<file path="config.mk">
export PLATFORM = sky130hd
export DESIGN_NAME = fifo_stream_reader
export DESIGN_NICKNAME = d
export VERILOG_FILES = /design/src/rtl/fifo_reader_pkg.sv /design/src/rtl/fifo_reader_buf.sv /design/src/rtl/fifo_stream_reader.sv
export SDC_FILE = /design/constraint.sdc
export NUM_CORES = 1
export LEC_CHECK = 0
export BUFFER_PORTS_ARGS = -buffer_cell sky130_fd_sc_hd__buf_4
export CAP_MARGIN = 20
export CELL_PAD_IN_SITES_DETAIL_PLACEMENT = 1
export CELL_PAD_IN_SITES_GLOBAL_PLACEMENT = 1
export CORE_UTILIZATION = 40
export DETAILED_ROUTE_END_ITERATION = 7
export GPL_TIMING_DRIVEN = 1
export HOLD_SLACK_MARGIN = 0.12
export PLACE_DENSITY = 0.68
export SLEW_MARGIN = 5
export SYNTH_ARGS = -nofsm -noshare
export SYNTH_HDL_FRONTEND = slang
export SYNTH_HIERARCHICAL = 1
export SYNTH_SLANG_ARGS = --single-unit
</file>
<file path="constraint.sdc">
create_clock -name i_rdclk -period 5.4 [get_ports i_rdclk]
set_input_delay 0.27 -clock i_rdclk [delete_from_list [all_inputs] [get_ports i_rdclk]]
set_output_delay 0.27 -clock i_rdclk [all_outputs]
set_load 0.01 [all_outputs]
</file>
<file path="src/rtl/fifo_reader_pkg.sv">
// Shared sizing and pointer helper for the FIFO stream reader.
// Optional word counter is enabled by defining FIFO_READER_CNT_EN.
package fifo_reader_pkg;

  localparam int BUF_DEPTH = 3;
  localparam int OCC_W     = 2;
  localparam int PTR_W     = 2;

  typedef logic [OCC_W-1:0] occ_t;
  typedef logic [PTR_W-1:0] ptr_t;

  // Advance a buffer pointer, wrapping from the last entry back to zero.
  function automatic ptr_t nextPtr(input ptr_t p);
    if (p == ptr_t'(BUF_DEPTH - 1)) begin
      return '0;
    end
    return p + 1'b1;
  endfunction

endpackage

</file>
<file path="src/rtl/fifo_reader_buf.sv">
// Three-entry circular skid buffer used by the FIFO stream reader.
// The head entry is always presented from registers so the stream side
// never sees the FIFO read data combinationally.
module fifo_reader_buf
  import fifo_reader_pkg::*;
#(
  parameter int DATA_WIDTH = 8
) (
  input  logic                  i_clk,
  input  logic                  i_rst,
  input  logic                  i_push,
  input  logic                  i_pop,
  input  logic                  i_clear,
  input  logic [DATA_WIDTH-1:0] i_wdata,
  output logic [DATA_WIDTH-1:0] o_data,
  output occ_t                  o_occ
);

  logic [DATA_WIDTH-1:0] r_mem [BUF_DEPTH];
  ptr_t                  r_wrPtr;
  ptr_t                  r_rdPtr;
  occ_t                  r_occ;

  logic w_doPop;
  logic w_doPush;

  // Pops never underflow; a push into a full buffer is only taken when a
  // pop frees an entry in the same cycle.
  assign w_doPop  = i_pop && (r_occ != '0);
  assign w_doPush = i_push && ((r_occ != occ_t'(BUF_DEPTH)) || w_doPop);

  // Pointer and occupancy update; clear drops everything in one edge.
  always_ff @(posedge i_clk or posedge i_rst) begin
    if (i_rst) begin
      r_wrPtr <= '0;
      r_rdPtr <= '0;
      r_occ   <= '0;
    end else if (i_clear) begin
      r_wrPtr <= '0;
      r_rdPtr <= '0;
      r_occ   <= '0;
    end else begin
      if (w_doPush) begin
        r_wrPtr <= nextPtr(r_wrPtr);
      end
      if (w_doPop) begin
        r_rdPtr <= nextPtr(r_rdPtr);
      end
      r_occ <= r_occ + occ_t'(w_doPush) - occ_t'(w_doPop);
    end
  end

  // Storage array; zeroed on reset so the head reads zero out of reset.
  always_ff @(posedge i_clk or posedge i_rst) begin
    if (i_rst) begin
      for (int i = 0; i < BUF_DEPTH; i++) begin
        r_mem[i] <= '0;
      end
    end else if (w_doPush && !i_clear) begin
      r_mem[r_wrPtr] <= i_wdata;
    end
  end

  assign o_data = r_mem[r_rdPtr];
  assign o_occ  = r_occ;

endmodule

</file>
<file path="src/rtl/fifo_stream_reader.sv">
// Drains a first-word-fall-through-less FIFO (one cycle read latency) into
// a valid/ready stream, keeping at most three words buffered or in flight.
// Define FIFO_READER_CNT_EN to add the o_word_cnt transfer counter port.
module fifo_stream_reader
  import fifo_reader_pkg::*;
#(
  parameter int DATA_WIDTH = 8
) (
  input  logic                  i_rdclk,
  input  logic                  i_rdrst,
  input  logic                  i_empty,
  output logic                  o_rden,
  input  logic [DATA_WIDTH-1:0] i_rdata,
  input  logic                  i_flush,
  output logic                  o_valid,
  output logic [DATA_WIDTH-1:0] o_data,
  input  logic                  i_ready
`ifdef FIFO_READER_CNT_EN
  ,
  output logic [15:0]           o_word_cnt
`endif
);

  logic       r_infl;
  occ_t       w_occ;
  logic [2:0] w_used;
  logic       w_rden;
  logic       w_push;
  logic       w_pop;

  // Only request a word when there is guaranteed room for it, counting the
  // word already on its way; reset gates the request immediately.
  assign w_used  = {1'b0, w_occ} + {2'b00, r_infl};
  assign w_rden  = !i_rdrst && !i_empty && !i_flush && (w_used < 3'(BUF_DEPTH));
  assign o_rden  = w_rden;

  // A word arriving while a flush is requested is dropped.
  assign w_push  = r_infl && !i_flush;
  assign o_valid = (w_occ != '0);
  assign w_pop   = o_valid && i_ready;

  // Track the read issued last cycle so its data is captured this cycle.
  always_ff @(posedge i_rdclk or posedge i_rdrst) begin
    if (i_rdrst) begin
      r_infl <= 1'b0;
    end else begin
      r_infl <= w_rden;
    end
  end

  fifo_reader_buf #(
    .DATA_WIDTH (DATA_WIDTH)
  ) u_buf (
    .i_clk   (i_rdclk),
    .i_rst   (i_rdrst),
    .i_push  (w_push),
    .i_pop   (w_pop),
    .i_clear (i_flush),
    .i_wdata (i_rdata),
    .o_data  (o_data),
    .o_occ   (w_occ)
  );

`ifdef FIFO_READER_CNT_EN
  logic [15:0] r_wordCnt;

  // Count every accepted transfer, including one that coincides with a
  // flush; only reset clears the count and it wraps naturally.
  always_ff @(posedge i_rdclk or posedge i_rdrst) begin
    if (i_rdrst) begin
      r_wordCnt <= '0;
    end else if (w_pop) begin
      r_wordCnt <= r_wordCnt + 16'd1;
    end
  end

  assign o_word_cnt = r_wordCnt;
`endif

endmodule
</file>
== Word level (Yosys, flattened, before mapping) ==
Cells that the tools add are included.
Storage, ports and cells
  bits in registers: 31
  input port bits: 13
  output and inout bits: 10
  logic and storage cells: 58
Cells by class
  $add $sub $neg: 5
  magnitude comparators: 4
  equal/unequal tests: 3
  multiplexer cells: 21
  bitwise gates (word level): 2
  reductions and logical operators: 16
Operators with widths (count)
  $bwmux 24: 1
  $mux 8: 3
  $mux 2: 9
  $bmux 8 s2: 1
  $demux 8 s2: 1
  $logic_and 1x1->1: 9
  $ge 3x3->1 const B: 2
  $mux 1: 6
  $not 2->3: 2
  $reduce_bool 2->1: 3
  $add 2x1->2 const B: 2
  $eq 2x2->1 const B: 2
  $add 2x1->3: 1
  $logic_not 1->1: 3
  $lt 3x1->1 const B: 1
  $lt 3x2->1 const B: 1
  $add 2x1->2: 1
  $ne 2x2->1 const B: 1
  $sub 2x1->2: 1
  $logic_or 1x1->1: 1

== Depth between registers and ports, before layout ==
Gate-level depths: netlist of the first run.
  depth in word-level cells: 10
  mapped depth: 11
  depth with buffers taken out: 11

== Cells and area by module ==
The synthesis of the first run kept the hierarchy.
Modules (own cells, without submodules)
  fifo_reader_buf: instances 1, cells each 114, area an instance 1430.1 µm², seq. area each 750.7 µm²
  fifo_stream_reader: instances 1, cells each 9, area an instance 85.1 µm², seq. area each 25.0 µm²

== Worst setup path before layout of the first run ==
OpenSTA, ideal clock, no wires.
  path type: register -> register
  start: register u_buf.r_occ[1], in the netlist u_buf/o_occ[1]
  end: register u_buf.r_occ[1], in the netlist u_buf/o_occ[1]
  library setup time: 119 ps
  data arrival time: 2120 ps
  required time: 5281 ps
  slack: 3161 ps
  cell stages (with the launch flop): 12
  buffers on the path: 0
  period minus slack after synthesis: 2239 ps
  path through: dfrtp_1 -> or2_2 -> and2_1 -> nand3b_1 -> and2_1 -> inv_1 -> ha_1 -> inv_1 -> ha_1 -> xor2_1 -> and2_1 -> nor3_1
On the way
  longest elaborated chain between the ends: 8
  elaborated cells between the ends (all ways): 9
  those cells by class: add/sub (2); eq/ne (1); mux (1); reduce/logical (5)
Ends and longest elaborated chain
  from (decl): RTL line fifo_reader_buf.sv:22  | occ_t r_occ;
  from (signal assigned): RTL line fifo_reader_buf.sv:49  | r_occ <= r_occ + occ_t'(w_doPush) - occ_t'(w_doPop);
  $reduce_bool 2->1 (*): RTL line fifo_stream_reader.sv:39  | assign o_valid = (w_occ != '0);
  via o_valid: RTL line fifo_stream_reader.sv:15  | output logic o_valid,
  $logic_and 1x1->1 (*): RTL line fifo_stream_reader.sv:40  | assign w_pop = o_valid && i_ready;
  via w_pop: RTL line fifo_stream_reader.sv:29  | logic w_pop;
  $logic_and 1x1->1 (*): RTL line fifo_reader_buf.sv:29  | assign w_doPop = i_pop && (r_occ != '0);
  $logic_or 1x1->1: RTL line fifo_reader_buf.sv:30  | assign w_doPush = i_push && ((r_occ != occ_t'(BUF_DEPTH)) || w_doPop);
  $logic_and 1x1->1: RTL line fifo_reader_buf.sv:30
  $add 2x1->2: RTL line fifo_reader_buf.sv:49
  $sub 2x1->2 (*): RTL line fifo_reader_buf.sv:49
  $mux 2 (*): RTL line fifo_reader_buf.sv:38  | end else if (i_clear) begin
Mark *: on every way through the listed nets, which the timed path passes. The rest lies on a longest branch.
A chain may end at the register's enable or synchronous reset.

== Worst setup path in the final report of the first run ==
  start: register u_buf.r_occ[1], in the netlist u_buf/o_occ[1]
  end: register u_buf.r_occ[1], in the netlist u_buf/o_occ[1]
On the way
  longest elaborated chain between the ends: 8
  elaborated cells between the ends (all ways): 9
  those cells by class: add/sub (2); eq/ne (1); mux (1); reduce/logical (5)
Ends and longest elaborated chain (RTL line)
  $reduce_bool 2->1 (*): fifo_stream_reader.sv:39
  $logic_and 1x1->1 (*): fifo_stream_reader.sv:40
  via w_pop: fifo_stream_reader.sv:29
  $logic_and 1x1->1 (*): fifo_reader_buf.sv:29
  $logic_or 1x1->1: fifo_reader_buf.sv:30
  $logic_and 1x1->1: fifo_reader_buf.sv:30
  $add 2x1->2: fifo_reader_buf.sv:49
  $sub 2x1->2 (*): fifo_reader_buf.sv:49
  $mux 2 (*): fifo_reader_buf.sv:38
Marked as above.

==> impl_results.md, run 1 <==
* Number of CTS-inserted buffers at 5
* Portion of synthesized cell area occupied by the leading cell type at between 50% and 60%
* Start point of the critical path: u_buf/o_occ[1]
* Cell at the root of the clock tree: sky130_fd_sc_hd__clkbuf_8
* Routability Congestion at 0.723
* Total congestion overflow after global routing at 0
* Result of the run: finished, final reports clean
* Worst Clk Skew at roughly 0.0054 ns
* Met2 Resource Use GR at between 20% and 30%
* Quantity of I/O buffers inserted on ports at 22
* Maximum buffer depth of the clock tree at 2
* Number of enable-type register cells in the synthesized netlist at 0
* Distinct cells, synth at 29
* Critical path arrival at between 2 and 3 ns
* Max stage delay on crit path at roughly 0.44 ns
* Slack of the worst reg-to-reg path at about 3.0 ns
* Met1 usage in global routing at between 20% and 30%
* Die Ht at roughly 64 um
* Largest net degree at the start of global routing at 24
* Most instantiated flip-flop cell in the synthesis netlist: sky130_fd_sc_hd__dfrtp_1
* DP Wirelength at about 2000 um
* Routed vias at between 1000 and 1500
* Endpoint class of the critical path: register
* Crit start category: register
* Final clock period utilization by the worst path at between 40% and 50%
* Commonest non-fill, non-tap cell in the layout: sky130_fd_sc_hd__dfrtp_1
* Summed negative setup slack over all endpoints at 0 ns
* I/O pins at 23
* Worst hold path class: in -> reg
* Remaining antenna violation count after routing at 0
* Cell row count at 21
* Slew at the pin with the worst max-slew slack at slightly below 0.8 ns
* Effective utilization at floorplan at a little over two fifths
* Combinational fraction of design power at 14.6%
* Number of cells after detailed placement at about 190
* Ys async rst share at between 90% and 100%
* First DRT Iteration DRCs at 20
* Number of iterations in the first detailed-routing pass at 4
* Summed instance area of the synthesized netlist at 1520 um2
* CP endpoint: u_buf/o_occ[1]
* Antenna Diode Count at 0
* Register bit total from synthesis at 31
* Synthesized Nets at 140
* Leading post-synthesis cells by cell area: sky130_fd_sc_hd__dfrtp_1 51%, sky130_fd_sc_hd__mux2_2 17%, sky130_fd_sc_hd__mux2i_1 5.3%, sky130_fd_sc_hd__ha_1 3.3%, sky130_fd_sc_hd__nand2_1 2.5%
* Switching power at about 0.13 mW
* Worst reg2reg path endpoint: u_buf/o_occ[1]
* Post-detailed-routing wire length at slightly below 3000 um
* Proportion of power drawn by flip-flops and latches at approximately 45%
* Initial antenna violation count at 0
* Worst slack after detailed placement at approximately 3 ns
* Yosys warning total at 6
* Max capacitance violation total at 0
* Area of the core region at around 3500 um2
* First-pass GRT wire length at ~5300 um
* Largest fanout on the critical path at 6
* Slowest CP cell: sky130_fd_sc_hd__dfrtp_1
* Setup repair after global routing missed its margin: false
* R2R Path Start: u_buf/o_occ[1]
* Critical Path, Cell by Cell: or2_2 -> and2_1 -> nand3b_1 -> and2_1 -> inv_1 -> ha_1 -> inv_1 -> ha_1 -> xor2_1 -> nor2_1 -> nor3_1
* Setup bufs post-CTS at 0
* Achievable clock frequency at between 400 and 500 MHz
* Fraction of layout cells with a size suffix above 1 at between 40% and 50%
* Number of max-slew violations in the final report at 0
* Min setup slack post-route at around 3 ns
* Final layout net count at about 170
* Required arrival time at the worst endpoint at around 5.6 ns
* Later-pin clock latency in the skew report at 0.28 ns
* Area enclosed by the die boundary at 4040 um2
* Post-Syn Instances at between 100 and 150
* Worst hold-check slack at ~0.24 ns
* Wire per inst at ~15 um
* Met3 Resource Use GR at 4.89%
* Clock tree from TritonCTS: built
* Commonest cells after routing, fill and taps aside: 31 x sky130_fd_sc_hd__dfrtp_1, 23 x sky130_fd_sc_hd__mux2_2, 22 x sky130_fd_sc_hd__buf_4, 10 x sky130_fd_sc_hd__nand2_1, 8 x sky130_fd_sc_hd__mux2i_1
* Avg Inst Size Synth at 12.3 um2
* Sequential fraction of the synthesis area at between 50% and 60%
* Cell-internal power at roughly 0.45 mW
* Area Growth Syn to Fin at 23.0%
* Worst setup path category: reg -> reg
* Cell type with the largest total area after synthesis: sky130_fd_sc_hd__dfrtp_1
* Clock edge transition at the registers on the reported setup and hold paths at around 0.07 ns
* Length in cells of the worst reg-to-reg path at 11
* Cells resized by post-CTS repair at 0
* GRT Overall Usage at between 15 and 20%
* Max H-tree Level at 2
* Clock network fraction of total power at around 41%
* # setup viols final at 0
* Number of hold violations in the final report at 0
* Peak-usage layer in the global routing report: met2
* Peak ir drop on the vdd network at between 0.0001 and 0.00015 V
* Lkg Pwr at around 0.9 nW
* Number of global-route vias before repair at approximately 1100
* Switching share of power at around 22%
* Non-filler instance count after layout at slightly below 200
* Post-detailed-route DRC marker count at 0
* Remaining max-slew budget at the tightest pin at between 40% and 50%
* Total number of clock tree sinks at 31
* Power density cells at 310 nW/um2
* Horizontal extent of the die at ~64 um
* Detail-routed via count per cell at 5.13
* Fin crit period at around 2.4 ns
## synth_stat cells (all sizes together), types with 3 or more instances
| cell | n |
|---|---|
| o21ai | 5 |
| o22ai | 6 |
| a21oi | 3 |
| and2 | 3 |
| nand3 | 3 |
| dfrtp | 31 |
| inv | 5 |
| buf | 3 |
| mux2i | 8 |
| ha | 4 |
| nand2 | 10 |
| mux2 | 24 |
## worst min-delay path by stage
stage                           end  cells past startpoint  startpoint
global placement             r_infl                      2     i_rdrst
finish               u_buf/r_mem[1]                      2  i_rdata[1]
detailed placement           r_infl                      2     i_rdrst
floorplan                    r_infl                      1     i_rdrst
global route         u_buf/r_mem[1]                      2  i_rdata[1]
CTS                 u_buf/r_mem[13]                      2  i_rdata[5]
## what timing repair did
item,4_1_cts,5_1_grt
setup endpoints to repair,0,0
hold buffers,1,0
endpoints found under the hold margin,8,0
## layer usage
layer	vias to the layer above	share of wire, %	wire length (um)
li1	485	-	-
met1	503	47	1380
met2	14	49	1450
met3	4	3.0	89
met4	0	1.0	30
met5	-	0	0
## state kept, by name, indices dropped and copies added (netlist names)
signal,count
u_buf/r_mem,24
r_infl,1
u_buf/r_rdPtr,2
u_buf/r_wrPtr,2
u_buf/o_occ,2
## power by group through the flow
stage / clock, mW / combinational (mW) / sequential (mW)
floorplan: 0 / 0.0477 / 0.261
global placement: 0 / 0.0812 / 0.262
detailed placement: 0 / 0.0856 / 0.264
CTS: 0.245 / 0.0865 / 0.260
global route: 0.252 / 0.0946 / 0.262
finish: 0.235 / 0.0847 / 0.260
## critical path: cells and delay by family, from the launching register on
kind,cells,cell delay (ns)
and+or+nand+nor,6,1.21
buffers and inverters,2,0.12
adders and majority gates,2,0.36
DFF,1,0.44
xor gates and xnor gates,1,0.19
## area by class of cell
type	count	area, um2
fill	367	1600
sequential	31	776
multi-input combinational	82	692
timing repair buffer	24	203
clock buffer	6	82.6
tap	46	57.6
clock inverter	2	35.0
inverter	5	18.8
## logic make-up (layout without fill, tap and decap cells)
logic type / count (synthesis) / after routing / share of synthesized area, %
multiplexers: 32 / 32 / 23.1
flip-flops: 31 / 31 / 51.2
AND/OR/NAND/NOR: 31 / 31 / 13.5
AO/OA/AOI/OAI: 14 / 14 / 5.12
buffers and inverters: 10 / 37 / 3.14
adder cells (fa/ha/maj): 4 / 4 / 3.30
XOR/XNOR: 1 / 1 / 0.578
## metrics by stage
stage / utilization (%) / total power [mW] / instance area [um2]
floorplan: - / 0.309 / 1520
global placement: 49.3 / 0.344 / 1710
detailed placement: 50.1 / 0.350 / 1740
CTS: 53.8 / 0.591 / 1860
global route: 53.8 / 0.608 / 1860
finish: 53.8 / 0.579 / 1860
Power figures use the tool's default switching activity.
==> run 2: changes to the inputs <==
PLACE_DENSITY = 0.71   (was 0.68)
clock period = 2 ns   (was 5.4 ns; I/O delays follow)
==> run 2 against run 1 <==
Compared with the run above: the run now ends with setup timing left; combinational power grew to 3.2 times the previous value; final cell count grew 11%; register-to-register slack lost 3.1 ns; wire length grew 29%.
==> impl_results.md, run 2 (synthesis results as in run 1) <==
* Quantity of I/O buffers inserted on ports at 22
* Routed vias at around 1100
* Number of iterations in the first detailed-routing pass at 4
* Cell at the root of the clock tree: sky130_fd_sc_hd__clkbuf_8
* Critical path arrival at between 2 and 2.5 ns
* GRT Overall Usage at 22.1%
* Initial antenna violation count at 0
* Most flop-heavy register: u_buf/r_mem
* Area Growth Syn to Fin at 41.5%
* Number of global-route vias before repair at around 1300
* Result of the run: complete, but fails checks
* Largest register FFs at 24
* Detail-routed via count per cell at just over 5
* Routability Congestion at around 0.68
* Power density cells at around 750 nW/um2
* Achievable clock frequency at ~490 MHz
* Largest net degree at the start of global routing at 31
* Horizontal extent of the die at roughly 64 um
* Worst hold-check slack at roughly 0.19 ns
* Wire per inst at ~17 um
* First-pass GRT wire length at approximately 6600 um
* Post-Place Cell Area at between 1500 and 2000 um2
* Max capacitance violation total at 0
* Number of hold violations in the final report at 0
* Remaining antenna violation count after routing at 0
* Number of max-slew violations in the final report at 0
* Area enclosed by the die boundary at about 4000 um2
* Area of the core region at 3470 um2
* Remaining max-slew budget at the tightest pin at 62.2%
* Endpoint class of the critical path: register
* Total number of clock tree sinks at 31
* Worst Clk Skew at 0.00399 ns
* Crit start category: register
* Register Area at between 700 and 800 um2
* Post-detailed-routing wire length at 3800 um
* Largest fanout on the critical path at 3
* Final layout net count at roughly 190
* # setup viols final at 1
* Final clock period utilization by the worst path at 103%
* Number of CTS-inserted buffers at 5
* Violated checks: setup timing
* Total area of multi-input combinational cells at 793 um2
* Power Total at ~1.6 mW
* Required arrival time at the worst endpoint at 2.21 ns
* Min setup slack post-route at -0.0536 ns
* Die Ht at about 64 um
* I/O pins at 23
* Post-detailed-route DRC marker count at 0
* Area of all placed cells without fillers at about 2100 um2
* Fin crit period at about 2.1 ns
* Cell row count at 21
* Maximum buffer depth of the clock tree at 2
* DP Wirelength at about 2200 um
* Worst hold path class: in -> reg
* Total congestion overflow after global routing at 0
* Peak ir drop on the vdd network at between 0.0005 and 0.0006 V
* Commonest cells after routing, fill and taps aside: 33 x sky130_fd_sc_hd__buf_4, 31 x sky130_fd_sc_hd__dfrtp_1, 23 x sky130_fd_sc_hd__mux2_2, 11 x sky130_fd_sc_hd__dlygate4sd3_1, 10 x sky130_fd_sc_hd__nand2_1
* Clock edge transition at the registers on the reported setup and hold paths at 0.07 ns
* Slack of the worst reg-to-reg path at -0.05 ns
* Setup repair after global routing missed its margin: true
* Max H-tree Level at 2
* First DRT Iteration DRCs at 30
* Fraction of layout cells with a size suffix above 1 at between 50% and 60%
* Total of fill cells in the finished design at between 300 and 400
* Effective utilization at floorplan at about 44%
* Slew at the pin with the worst max-slew slack at 0.568 ns
* Clock tree from TritonCTS: built
* Commonest non-fill, non-tap cell in the layout: sky130_fd_sc_hd__buf_4
* Antenna Diode Count at 0
* Worst setup path category: reg -> reg
* Lkg Pwr at between 1 and 1.5 nW
* Later-pin clock latency in the skew report at 0.29 ns
## run 2: cell types whose count changed in the layout (fill, tap and decap cells not counted), sizes merged
cell         before  now
dlygate4sd3       1   11
buf              23   35
## run 2: per-stage QoR
stage	instances	setup TNS [ns]	util, %	setup slack (ns)
floorplan	123	-0.128	-	-0.0874
global placement	194	0	51.7	0.0661
detailed placement	194	-0.0593	51.7	-0.0593
CTS	216	-0.00540	59.9	-0.00540
global route	218	-0.131	61.8	-0.120
finish	218	-0.0536	61.8	-0.0536
## run 2: per-layer routing
| metal | global-route usage, % | share of wire (%) |
|---|---|---|
| met3 | 4.35 | 2.2 |
| met5 | 0 | 0 |
| met2 | 38.7 | 54 |
| met4 | 9.38 | 1.8 |
| met1 | 26.0 | 42 |
## run 2: where the power goes
group / internal, mW / switching, mW / leakage [nW]
Clock: 0.403 / 0.239 / 0.0612
Combinational: 0.155 / 0.112 / 0.525
Sequential: 0.676 / 0.0258 / 0.417
Total: 1.23 / 0.377 / 1.00
## run 2: worst paths after layout
kind / start / to / cells past startpoint
max: u_buf/o_occ[1] / u_buf/o_occ[1] / 11
min: i_flush / u_buf/r_wrPtr[0] / 3
max reg2reg: u_buf/o_occ[1] / u_buf/o_occ[1] / 11
min reg2reg: u_buf/r_mem[7] / u_buf/r_mem[7] / 1
max in group asynchronous: i_rdrst / u_buf/r_mem[21] / 4
min in group asynchronous: i_rdrst / r_infl / 3
## run 2: critical path, cell delays in order, from the launching register on
cell and delay, ns:
sky130_fd_sc_hd__dfrtp_1 0.40, sky130_fd_sc_hd__or2_4 0.26, sky130_fd_sc_hd__and2_4 0.14, sky130_fd_sc_hd__nand3b_1 0.18, sky130_fd_sc_hd__and2_4 0.16, sky130_fd_sc_hd__inv_2 0.06
sky130_fd_sc_hd__ha_4 0.19, sky130_fd_sc_hd__inv_2 0.06, sky130_fd_sc_hd__ha_4 0.13, sky130_fd_sc_hd__xor2_2 0.15, sky130_fd_sc_hd__nor2_1 0.08, sky130_fd_sc_hd__nor3_2 0.16
## run 2: area by class of cell
type	instances	area share [%]
Sequential cell	31	36.2
Timing Repair Buffer	46	17.7
Clock inverter	2	1.63
Tap cell	46	2.69
Inverter	5	0.876
Clock buffer	6	3.85
Multi-Input combinational cell	82	37.0
## run 2: repair_timing
action | in CTS | in global routing
pin swaps | 4 | 2
hold buffers | 11 | 0
gates cloned | 0 | 0
setup endpoints to repair | 2 | 26
endpoints found under the hold margin | 59 | 0
resized for setup | 7 | 8
buffers inserted | 3 | 2
==> run 3: changes to the inputs <==
TNS_END_PERCENT = 30   (was default)
clock period = 1.88 ns   (was 2 ns; I/O delays follow)
==> run 3 against run 2 <==
Compared with the run above: count of clock-buffer cells in the layout grew 1; clock skew grew 0.00088 ns; worst hold slack lost 0.098 ns; wire length grew 0.92%; the run still ends with setup timing left; cell area is the same; first-iteration DRC count grew 17%; non-clock buffer count shrank 1; via count shrank 0.27%; fmax grew 0.93%.
==> impl_results.md, run 3 (synthesis results as in run 1) <==
* Max H-tree Level at 2
* Required arrival time at the worst endpoint at ~2.1 ns
* Number of cells after detailed placement at 195
* Remaining antenna violation count after routing at 0
* Slack of the worst reg-to-reg path at -0.15 ns
* Quantity of hold-fixing buffers added after cts at 10
* Cell row count at 21
* First DRT Iteration DRCs at 35
* Initial antenna violation count at 0
* Slew at the pin with the worst max-slew slack at ~0.56 ns
* Worst reg2reg path endpoint: u_buf/o_occ[1]
* Power Total at roughly 1.6 mW
* Final clock period utilization by the worst path at 108%
* Later-pin clock latency in the skew report at about 0.28 ns
* Most flop-heavy register: u_buf/r_mem
* Clock tree from TritonCTS: built
* Max stage delay on crit path at a little under 0.4 ns
* Antenna Diode Count at 0
* Critical Path, Cell by Cell: or2_4 -> and2_4 -> nand3b_1 -> and2_4 -> inv_4 -> ha_4 -> inv_2 -> ha_4 -> xor2_2 -> and2_4 -> nor3_4
* Switching share of power at about 25%
* Area of the core region at 3470 um2
* Largest register FFs at 24
* Quantity of I/O buffers inserted on ports at 22
* Wire per inst at around 18 um
* Max capacitance violation total at 0
* Total congestion overflow after global routing at 0
* Total number of clock tree sinks at 31
* Non-filler instance count after layout at between 200 and 250
* Peak ir drop on the vdd network at 0.000430 V
* Final layout net count at 189
* Post-detailed-route DRC marker count at 0
* Cell at the root of the clock tree: sky130_fd_sc_hd__clkbuf_8
* Length in cells of the worst reg-to-reg path at 11
* Commonest cells after routing, fill and taps aside: 33 x sky130_fd_sc_hd__buf_4, 31 x sky130_fd_sc_hd__dfrtp_1, 18 x sky130_fd_sc_hd__mux2_2, 10 x sky130_fd_sc_hd__dlygate4sd3_1, 10 x sky130_fd_sc_hd__nand2_1
* Lkg Pwr at just over 1 nW
* Proportion of power drawn by flip-flops and latches at 46.4%
* Crit start category: register
* Worst setup path category: reg -> reg
* Area Growth Syn to Fin at 41.5%
* Area enclosed by the die boundary at roughly 4000 um2
* Worst path top cell family by delay: simple AND/OR/NAND/NOR gates
* Switching power at around 0.40 mW
* Worst Clk Skew at 0.00487 ns
* Slowest CP cell: sky130_fd_sc_hd__dfrtp_1
* Number of iterations in the first detailed-routing pass at 4
* Number of global-route vias before repair at 1278
* Largest fanout on the critical path at 2
* # setup viols final at 2
* Post-detailed-routing wire length at 3840 um
* Setup repair after global routing missed its margin: true
* R2R Path Start: u_buf/o_occ[0]
* Achievable clock frequency at between 400 and 500 MHz
* Number of CTS-inserted buffers at 5
* Combinational fraction of design power at 17.6%
* Die Ht at around 64 um
* Clock edge transition at the registers on the reported setup and hold paths at about 0.07 ns
* Routability Congestion at about 0.65
* Critical path arrival at 2.20 ns
* Min setup slack post-route at -0.155 ns
* I/O pins at 23
* Power density cells at 751 nW/um2
* Result of the run: complete, but fails checks
* Remaining max-slew budget at the tightest pin at between 60% and 70%
* Horizontal extent of the die at ~64 um
* Fraction of layout cells with a size suffix above 1 at a little over half
* Largest net degree at the start of global routing at 31
* Bufs and invs on worst path at 2
* Violated checks: setup timing
* Clock network fraction of total power at approximately 36%
* Detail-routed via count per cell at 5.15
* First-pass GRT wire length at about 6000 um
* Effective utilization at floorplan at 43.7%
* DP Wirelength at approximately 2400 um
* Commonest non-fill, non-tap cell in the layout: sky130_fd_sc_hd__buf_4
* Cell-internal power at between 1 and 1.5 mW
* GRT Overall Usage at around a fifth
* Start point of the critical path: u_buf/o_occ[0]
* Total number of cells along the worst setup path at 11
* Number of hold violations in the final report at 0
* Library cell appearing most often on the critical path: sky130_fd_sc_hd__and2_4
* Final cell utilization of the core at between 60 and 70%
* CP endpoint: u_buf/o_occ[1]
* Maximum buffer depth of the clock tree at 2
* Endpoint class of the critical path: register
* Number of max-slew violations in the final report at 0
* Worst hold path class: in -> reg
* Fin crit period at between 2 and 2.5 ns
* Routed vias at roughly 1100
==> run 3: how the worst min path moves through the flow <==
stage                     startpoint          endpoint  slack (ns)  cells after the start
after detailed placement     i_rdrst            r_infl       -0.04                      2
after floorplan              i_rdrst            r_infl       -0.18                      1
after global routing         i_flush    u_buf/o_occ[1]         0.1                      2
after global placement       i_rdrst            r_infl       -0.05                      2
after CTS                    i_flush  u_buf/r_rdPtr[0]        0.08                      2
final                        i_flush    u_buf/o_occ[1]         0.1                      2
==> run 3: per-stage QoR <==
step	worst slack, ns	hold WS, ns	area, um2	setup TNS, ns
floorplan	-0.207	-0.177	1540	-0.368
global placement	-0.0436	-0.0481	1800	-0.0436
detailed placement	-0.183	-0.0444	1800	-0.221
CTS	-0.152	0.0799	2070	-0.234
global route	-0.210	0.0955	2140	-0.389
finish	-0.155	0.0954	2140	-0.230
==> run 3: repair_timing <==
item	in CTS	in global routing
pin swaps	4	5
setup endpoints to repair	3	27
cloned	0	2
gates resized for setup	8	10
endpoints found under the hold margin	59	2
buffers inserted	2	2
==> run 3: metal layers <==
metal | part of all wire (%) | track usage, %
met1 | 43 | 22.9
met2 | 54 | 38.8
met3 | 1.8 | 5.43
met4 | 0.50 | 4.26
met5 | 0 | 0
==> run 3: cell type report <==
cell class	instances	area [um2]
sequential	31	776
tap	46	57.6
timing repair buffer	45	370
multi-input combinational	84	815
fill	375	1330
clock buffer	7	96.3
clock inverter	1	7.51
inverter	5	21.3
==> run 3: power groups by stage <==
stage	registers [mW]	clock network [mW]	logic, mW
after detailed placement	0.760	0	0.255
after global placement	0.752	0	0.243
after global routing	0.753	0.618	0.311
after CTS	0.747	0.595	0.276
final	0.747	0.580	0.283
after floorplan	0.749	0	0.140
==> run 3: worst register-to-register path, cell delays in order, from the launching register on <==
cell	delay, ns
sky130_fd_sc_hd__dfrtp_1	0.39
sky130_fd_sc_hd__or2_4	0.24
sky130_fd_sc_hd__and2_4	0.14
sky130_fd_sc_hd__nand3b_1	0.16
sky130_fd_sc_hd__and2_4	0.16
sky130_fd_sc_hd__inv_4	0.05
sky130_fd_sc_hd__ha_4	0.19
sky130_fd_sc_hd__inv_2	0.06
sky130_fd_sc_hd__ha_4	0.13
sky130_fd_sc_hd__xor2_2	0.17
sky130_fd_sc_hd__and2_4	0.19
sky130_fd_sc_hd__nor3_4	0.04
